## config.mk

```make
export PLATFORM = sky130hd
export DESIGN_NAME = register_bank
export DESIGN_NICKNAME = d
export VERILOG_FILES = /design/src/rtl/register_bank.sv
export SDC_FILE = /design/constraint.sdc
export NUM_CORES = 1
export LEC_CHECK = 0
export CORE_ASPECT_RATIO = 0.5
export CORE_MARGIN = 2
export CORE_UTILIZATION = 40
export CTS_BUF_LIST = sky130_fd_sc_hd__clkbuf_8
export DETAILED_ROUTE_END_ITERATION = 10
export DONT_BUFFER_PORTS = 1
export SLEW_MARGIN = 40
export SYNTH_ARGS = -nofsm -noshare
export SYNTH_HDL_FRONTEND = slang
export SYNTH_SLANG_ARGS = --single-unit
```

## constraint.sdc

```tcl
create_clock -name clock -period 5.7 [get_ports clock]
set_input_delay 0.57 -clock clock [delete_from_list [all_inputs] [get_ports clock]]
set_output_delay 0.57 -clock clock [all_outputs]
set_load 0.01 [all_outputs]
```

## src/rtl/register_bank.sv

```systemverilog
// rtl/register_bank.sv - multi-read-port register file with busy scoreboard and debug dump port
//
// Purpose:
//   NREGS x XLEN architectural register file with NREAD combinational read
//   ports, optional hardwired-zero x0, optional same-cycle write-to-read
//   bypass, a per-register busy scoreboard for hazard detection and a
//   handshaked serial dump of the whole file.
//
// Ports:
//   clock        in   system clock, all state updates on the rising edge
//   reset        in   synchronous active-low reset
//   rd_addr      in   NREAD*AW   read addresses, port i at [i*AW +: AW]
//   rd_data      out  NREAD*XLEN read data, port i at [i*XLEN +: XLEN]
//   rd_busy      out  NREAD      busy flag of each addressed register
//   wr_en        in   write strobe
//   wr_addr      in   AW         write address
//   wr_data      in   XLEN       write data
//   claim_en     in   mark a register as having a pending write
//   claim_addr   in   AW         register to mark busy
//   dump_start   in   request a full register dump
//   dump_active  out  dump in progress
//   dump_valid   out  dump beat valid
//   dump_ready   in   consumer accepts beat
//   dump_addr    out  AW         index of the current beat
//   dump_data    out  XLEN       register value of the current beat

module register_bank #(
  parameter int XLEN     = 32,
  parameter int NREGS    = 16,
  parameter int NREAD    = 2,
  parameter int ZERO_REG = 1,
  parameter int BYPASS   = 1,
  localparam int AW      = $clog2(NREGS)
) (
  input  logic                  clock,
  input  logic                  reset,
  input  logic [NREAD*AW-1:0]   rd_addr,
  output logic [NREAD*XLEN-1:0] rd_data,
  output logic [NREAD-1:0]      rd_busy,
  input  logic                  wr_en,
  input  logic [AW-1:0]         wr_addr,
  input  logic [XLEN-1:0]       wr_data,
  input  logic                  claim_en,
  input  logic [AW-1:0]         claim_addr,
  input  logic                  dump_start,
  output logic                  dump_active,
  output logic                  dump_valid,
  input  logic                  dump_ready,
  output logic [AW-1:0]         dump_addr,
  output logic [XLEN-1:0]       dump_data
);

  localparam logic ZR = (ZERO_REG != 0);
  localparam logic BP = (BYPASS != 0);
  localparam logic [AW-1:0] LAST_IDX = AW'(NREGS - 1);

  typedef enum logic {
    S_IDLE,
    S_SEND
  } state_t;

  logic [XLEN-1:0] regs_q [NREGS];
  logic [NREGS-1:0] busy_q;

  state_t        state_q, state_d;
  logic [AW-1:0] idx_q, idx_d;

  logic write_ok;
  logic claim_ok;

  // x0 writes and claims are dropped when x0 is hardwired.
  assign write_ok = wr_en && !(ZR && (wr_addr == '0));
  assign claim_ok = claim_en && !(ZR && (claim_addr == '0));

  // ---------------------------------------------------------------------------
  // Read ports
  // ---------------------------------------------------------------------------
  for (genvar g = 0; g < NREAD; g++) begin : g_rd
    logic [AW-1:0] a;
    logic          is_zero;
    logic          wr_hit;
    logic          claim_hit;

    assign a         = rd_addr[g*AW +: AW];
    assign is_zero   = ZR && (a == '0);
    assign wr_hit    = BP && wr_en && (wr_addr == a);
    assign claim_hit = claim_en && (claim_addr == a);

    assign rd_data[g*XLEN +: XLEN] = is_zero ? '0 :
                                     wr_hit  ? wr_data : regs_q[a];
    // A completing write hides the busy bit unless a new producer claims the
    // same register in this very cycle.
    assign rd_busy[g] = busy_q[a] & ~(wr_hit & ~claim_hit);
  end

  // ---------------------------------------------------------------------------
  // Storage and scoreboard
  // ---------------------------------------------------------------------------
  always_ff @(posedge clock) begin
    if (!reset) begin
      for (int r = 0; r < NREGS; r++) begin
        regs_q[r] <= '0;
      end
      busy_q <= '0;
    end else begin
      if (write_ok) begin
        regs_q[wr_addr] <= wr_data;
      end
      if (wr_en) begin
        busy_q[wr_addr] <= 1'b0;
      end
      // Placed after the clear so that a same-cycle claim wins.
      if (claim_ok) begin
        busy_q[claim_addr] <= 1'b1;
      end
    end
  end

  // ---------------------------------------------------------------------------
  // Dump FSM
  // ---------------------------------------------------------------------------
  always_ff @(posedge clock) begin
    if (!reset) begin
      state_q <= S_IDLE;
      idx_q   <= '0;
    end else begin
      state_q <= state_d;
      idx_q   <= idx_d;
    end
  end

  always_comb begin
    state_d = state_q;
    idx_d   = idx_q;
    case (state_q)
      S_IDLE: begin
        if (dump_start) begin
          state_d = S_SEND;
          idx_d   = '0;
        end
      end
      S_SEND: begin
        if (dump_ready) begin
          if (idx_q == LAST_IDX) begin
            state_d = S_IDLE;
            idx_d   = '0;
          end else begin
            idx_d = idx_q + AW'(1);
          end
        end
      end
      default: begin
        state_d = S_IDLE;
        idx_d   = '0;
      end
    endcase
  end

  logic            dump_zero;
  logic            dump_hit;
  logic [XLEN-1:0] dump_value;

  // Beat data follows the same bypass path as the read ports, so a write to
  // the stalled index shows up on the beat immediately.
  assign dump_zero  = ZR && (idx_q == '0);
  assign dump_hit   = BP && wr_en && (wr_addr == idx_q);
  assign dump_value = dump_zero ? '0 :
                      dump_hit  ? wr_data : regs_q[idx_q];

  assign dump_active = (state_q == S_SEND);
  assign dump_valid  = (state_q == S_SEND);
  assign dump_addr   = idx_q;
  assign dump_data   = (state_q == S_SEND) ? dump_value : '0;

endmodule
```

# Word level (Yosys, flattened, before mapping)
# Memories as Yosys holds them, arrays and structs flattened. A register that Yosys moved wholly into a read port is not among the register bits.
# Index checks and enable logic that the tools add are counted.
dict set report classes {
  add_sub_neg 1
  n_lt_le_gt_ge 6
  eq_ne 8
  n_mux 35
  bitwise_logic 12
  reduce_logical 18
}
# cell n
set op_table {}
lappend op_table {{32-bit 2-to-1 mux} 8}
lappend op_table {{16-bit 2-to-1 mux} 3}
lappend op_table {{32-bit OR reduction} 1}
lappend op_table {{4-bit 2-to-1 mux} 6}
lappend op_table {{4-bit equality test} 5}
lappend op_table {{4-bit zero test} 5}
lappend op_table {{4-bit by 5-bit less-than comparator with 1-bit output (second input constant)} 4}
lappend op_table {{16-bit AND} 1}
lappend op_table {{16-bit NOT} 1}
lappend op_table {{16-bit bitwise OR} 1}
lappend op_table {{1-bit 2-to-1 mux} 12}
lappend op_table {{1-bit logical AND} 9}
lappend op_table {{1-bit binary-select mux with 4-bit select} 2}
lappend op_table {{1-bit demux with 4-bit select} 2}
lappend op_table {{4-bit by 1-bit greater-or-equal comparator with 1-bit output (second input constant)} 2}
lappend op_table {{4-bit case mux with 2 select lines} 1}
lappend op_table {{1-bit NOT} 5}
lappend op_table {{4-bit by 1-bit adder with 4-bit output (second input constant)} 1}
lappend op_table {{1-bit AND} 4}
lappend op_table {{4-bit equality test (second input constant)} 1}
lappend op_table {{2-bit inequality test (second input constant)} 2}
lappend op_table {{1-bit zero test} 2}
lappend op_table {{1-bit case mux with 2 select lines} 1}
lappend op_table {{2-bit AND reduction} 1}
dict set report word_totals {
  regBits 21
  ramBits 512
  input_bits 54
  out_inout_bits 104
  mem_count 1
}
# name words word_bits rd rd_clocked_by_memory_dff write_ports line
set mem_list {}
lappend mem_list {regs_q 16 32 3 1 16 62} ;# logic [XLEN-1:0] regs_q [NREGS];

# Longest topological paths before layout
dict set report logic_depth {
  depth_word 10
  ltp_mapped 8
}

# Worst setup path after synthesis
# No wires, ideal clock.
dict set report synth_timing {
  kind {input port to flip-flop}
  startpoint {input port wr_addr[1]}
  endpoint {memory regs_q[13][0] (enable)}
  arrival_time_ns 3.581
  setup_slack_ns 1.653
  path_stages 5
  path_cell_list {buf_2 -> nand2b_1 -> or2_1 -> clkbuf_1 -> o21ai_0}
}
# item line
set synth_lines {}
lappend synth_lines {{start: declaration} 41} ;# input logic [AW-1:0] wr_addr,
lappend synth_lines {{end: declaration} 62}

==> impl_metrics.py <==
metrics = {
    "clocking": {
        "cts.repair.resized": 0,
        "cts_buffers": 88,
        "root_buffer": "clkbuf_8",
        "cts_tree": "done",
        "path_clk_slew_ps": 70,
        "post_cts_buffers": 0,
        "cts_buffer_depth": 3,
        "cts_max_level": 3,
        "cts.sinks": 537,
        "holdBufCountCts": 9,
        "clock_latency_ps": 690,
    },
    "setup_path": {
        "slowest_stage": "dfxtp_4",
        "crit_arrival_ps": 3450,
        "path_cells": "buf_4 -> mux4_2 -> nor2b_1 -> a211oi_1 -> a21oi_1 -> a22o_1",
        "start_kind": "register",
        "endpoint_kind": "primary output",
        "cp_max_fo": 34,
        "worstSetupPathType": "reg -> out",
        "critPathMaxStageDelay_ps": 870,
        "worstPathRequired_ps": 5130,
    },
    "detailed_routing": {
        "drt_iter0_markers": 3060,
        "wl_um": 114900,
        "wl_per_cell_um": 34.07,
        "vias": 22170,
        "drc": 0,
        "vias_per_cell": 6.571,
        "first_pass_iters": 7,
        "postRouteAntennaNets": 0,
    },
    "synth": {
        "synth_cell_types": 49,
        "synth-seq-area-share": 0.4826,
        "syn_area_per_cell_sq_um": 14.51,
        "synth_area_sq_um": 32900,
        "yosys_warnings": 0,
        "synth_ff_type": "edfxtp_1",
        "ys_async_sr_fraction": 0,
        "ys_ff_latch": 537,
        "netlist_instances": 2267,
        "synth-edff-count": 512,
    },
    "timing": {
        "setup_viol_count_final": 0,
        "fmax_ghz": 0.2487,
        "rsz0062_at_grt": "false",
        "setup_tns_ps": 0,
        "drv_slew": 0,
        "hold_viol_final": 0,
        "skew_ps": 0.8066,
        "maxSlewHeadroom": 0.4059,
        "fin_crit_sh": 0.7055,
        "worst_pin_slew_ps": 886.3,
        "min_period_ps": 4022,
    },
    "die": {
        "dieArea_sq_um": 84690,
        "ios": 158,
        "num_rows": 74,
        "die_w_um": 409.6,
        "start_util": 0.4033,
        "core_area_sq_um": 81570,
        "die_h_um": 206.8,
    },
    "job": {
        "maxCapViolations": 0,
    },
    "placement": {
        "gp_congestion": 0.8342,
        "placed_area_sq_um": 34150,
        "io_buffer_count": 0,
        "hpwl_um": 62330,
    },
    "cells_and_area": {
        "fin_nets": 2264,
        "finalInstanceArea_sq_um": 35870,
        "drive_above_1_share": 0.2671,
        "area_growth_pct": 9.037,
    },
    "global_route": {
        "grt_pass1_vias": 22110,
        "grt_max_degree": 138,
        "grt_first_pass_wirelength_um": 162800,
        "grt_use_total": 0.2707,
        "grt-ovfl-total": 0,
        "antenna_found_initial": 3,
    },
    "run_status": {
        "status": "finished, final reports clean",
    },
    "power": {
        "swShare": 0.2654,
        "pwr-share-seq": 0.515,
        "p_leak_uw": 0.01179,
        "vdd.ir_drop.worst_mv": 0.1256,
        "intPower_uw": 6778,
        "p_switching_uw": 2449,
        "power_frac_comb": 0.134,
        "clock_power_share": 0.351,
        "power.density_nw_per_um2": 257.2,
    },
    "hold_path": {
        "hold_class": "in -> reg",
    },
}
-- layout make-up --
cell class	instances	area, sq um
Inverter	6	22.52
Clock buffer	92	1266
Multi-Input combinational cell	1507	16310
Tap cell	1102	1379
Fill cell	7200	45700
Clock inverter	59	299.0
Timing Repair Buffer	68	698.2
Antenna cell	3	7.507
Sequential cell	537	15890
-- state kept, by name (all words and copies together) (netlist names), named ones only --
register and count:
busy_q 16, dump_active 1, dump_addr 4, regs_q 512
-- metal layers --
layer	track usage	wire (um)	vias up
li1	-	-	8895
met1	0.3634	44400	11520
met2	0.4310	53010	1443
met3	0.06124	12910	312
met4	0.1081	4621	0
met5	0	0	-
-- critical path: cells and delay by family, from the launching register on --
family	cells	cell delay [ps]
AND/OR/NAND/NOR	1	150
AO/OA/AOI/OAI	3	660
flip-flops	1	870
buffers and inverters	1	460
multiplexers	1	560
-- power groups by stage --
| stage | clock network (uW) | logic [uW] | registers (uW) |
|---|---|---|---|
| after floorplan | 0 | 1030 | 4740 |
| after global placement | 0 | 1210 | 4820 |
| after detailed placement | 0 | 1220 | 4820 |
| after CTS | 3260 | 1230 | 4740 |
| after global routing | 3400 | 1290 | 4780 |
| final | 3230 | 1240 | 4760 |
-- worst paths after layout --
check               start             to  slack, ps  cells after the start
max              register  dump_data[19]       1680                      6
min           wr_data[24]  regs_q[1][24]         50                      1
max reg2reg  dump_addr[0]       register       4030                      6
min reg2reg    busy_q[13]     busy_q[13]        500                      2
-- synthesized netlist by cell type (11+ instances only) --
cell	instances	share of area
clkbuf_1	156	0.018
dfxtp_1	25	0.015
a21oi_1	78	0.012
a22o_1	95	0.025
edfxtp_1	512	0.47
nor2_1	57	0.0065
and2_1	481	0.091
o21ai_0	25	0.0038
nor2b_1	41	0.0078
mux2i_1	68	0.021
o22ai_1	94	0.018
buf_6	11	0.0038
mux4_2	392	0.27
buf_1	11	0.0013
nand2_1	27	0.0031
a211oi_1	37	0.0084
buf_2	61	0.0093
-- through the flow --
| stage | setup slack [ps] | util | hold WS [ps] | power, uW | std cells |
|---|---|---|---|---|---|
| detailed placement | 2445 | 0.4187 | 468.4 | 6043 | 3209 |
| CTS | 1680 | 0.4390 | 0.6457 | 9229 | 3369 |
| global route | 1476 | 0.4397 | 25.51 | 9472 | 3371 |
| global placement | 2345 | 0.4167 | 466.0 | 6024 | 3200 |
| floorplan | 1653 | - | 419.2 | 5777 | 2298 |
| finish | 1678 | 0.4397 | 48.17 | 9226 | 3374 |
-- cells in the final DEF, fill, tap and decap left out, types with 4 or more instances in the layout --
cell type and count:
nor2_4 14, mux4_2 392, dlygate4sd3_1 9, clkinv_2 9, nand3_1 10, edfxtp_1 512
mux2i_1 68, nor2b_1 40, o21ai_4 12, a211oi_1 37, nand2_1 23, dfxtp_4 4
nor2_1 43, xnor2_1 9, dfxtp_1 21, nor3_1 7, buf_4 45, clkbuf_8 92
o22ai_1 94, clkinv_1 25, o21ai_0 13, buf_12 6, inv_1 25, nand2_2 4
conb_1 32, xor2_1 9, and2_1 481, a21oi_1 77, a22o_1 95, nand2b_1 4
-- cells by family after synthesis --
kind of cell	share of synthesized area
compound gates	0.07143
xor+xnor	0.004792
fa+ha+maj	0.0007605
buf+inv	0.03484
flops	0.4826
mux	0.2891
other cells	0.0001140
simple gates	0.1165
Note: power is estimated with default switching activity, not from simulation.
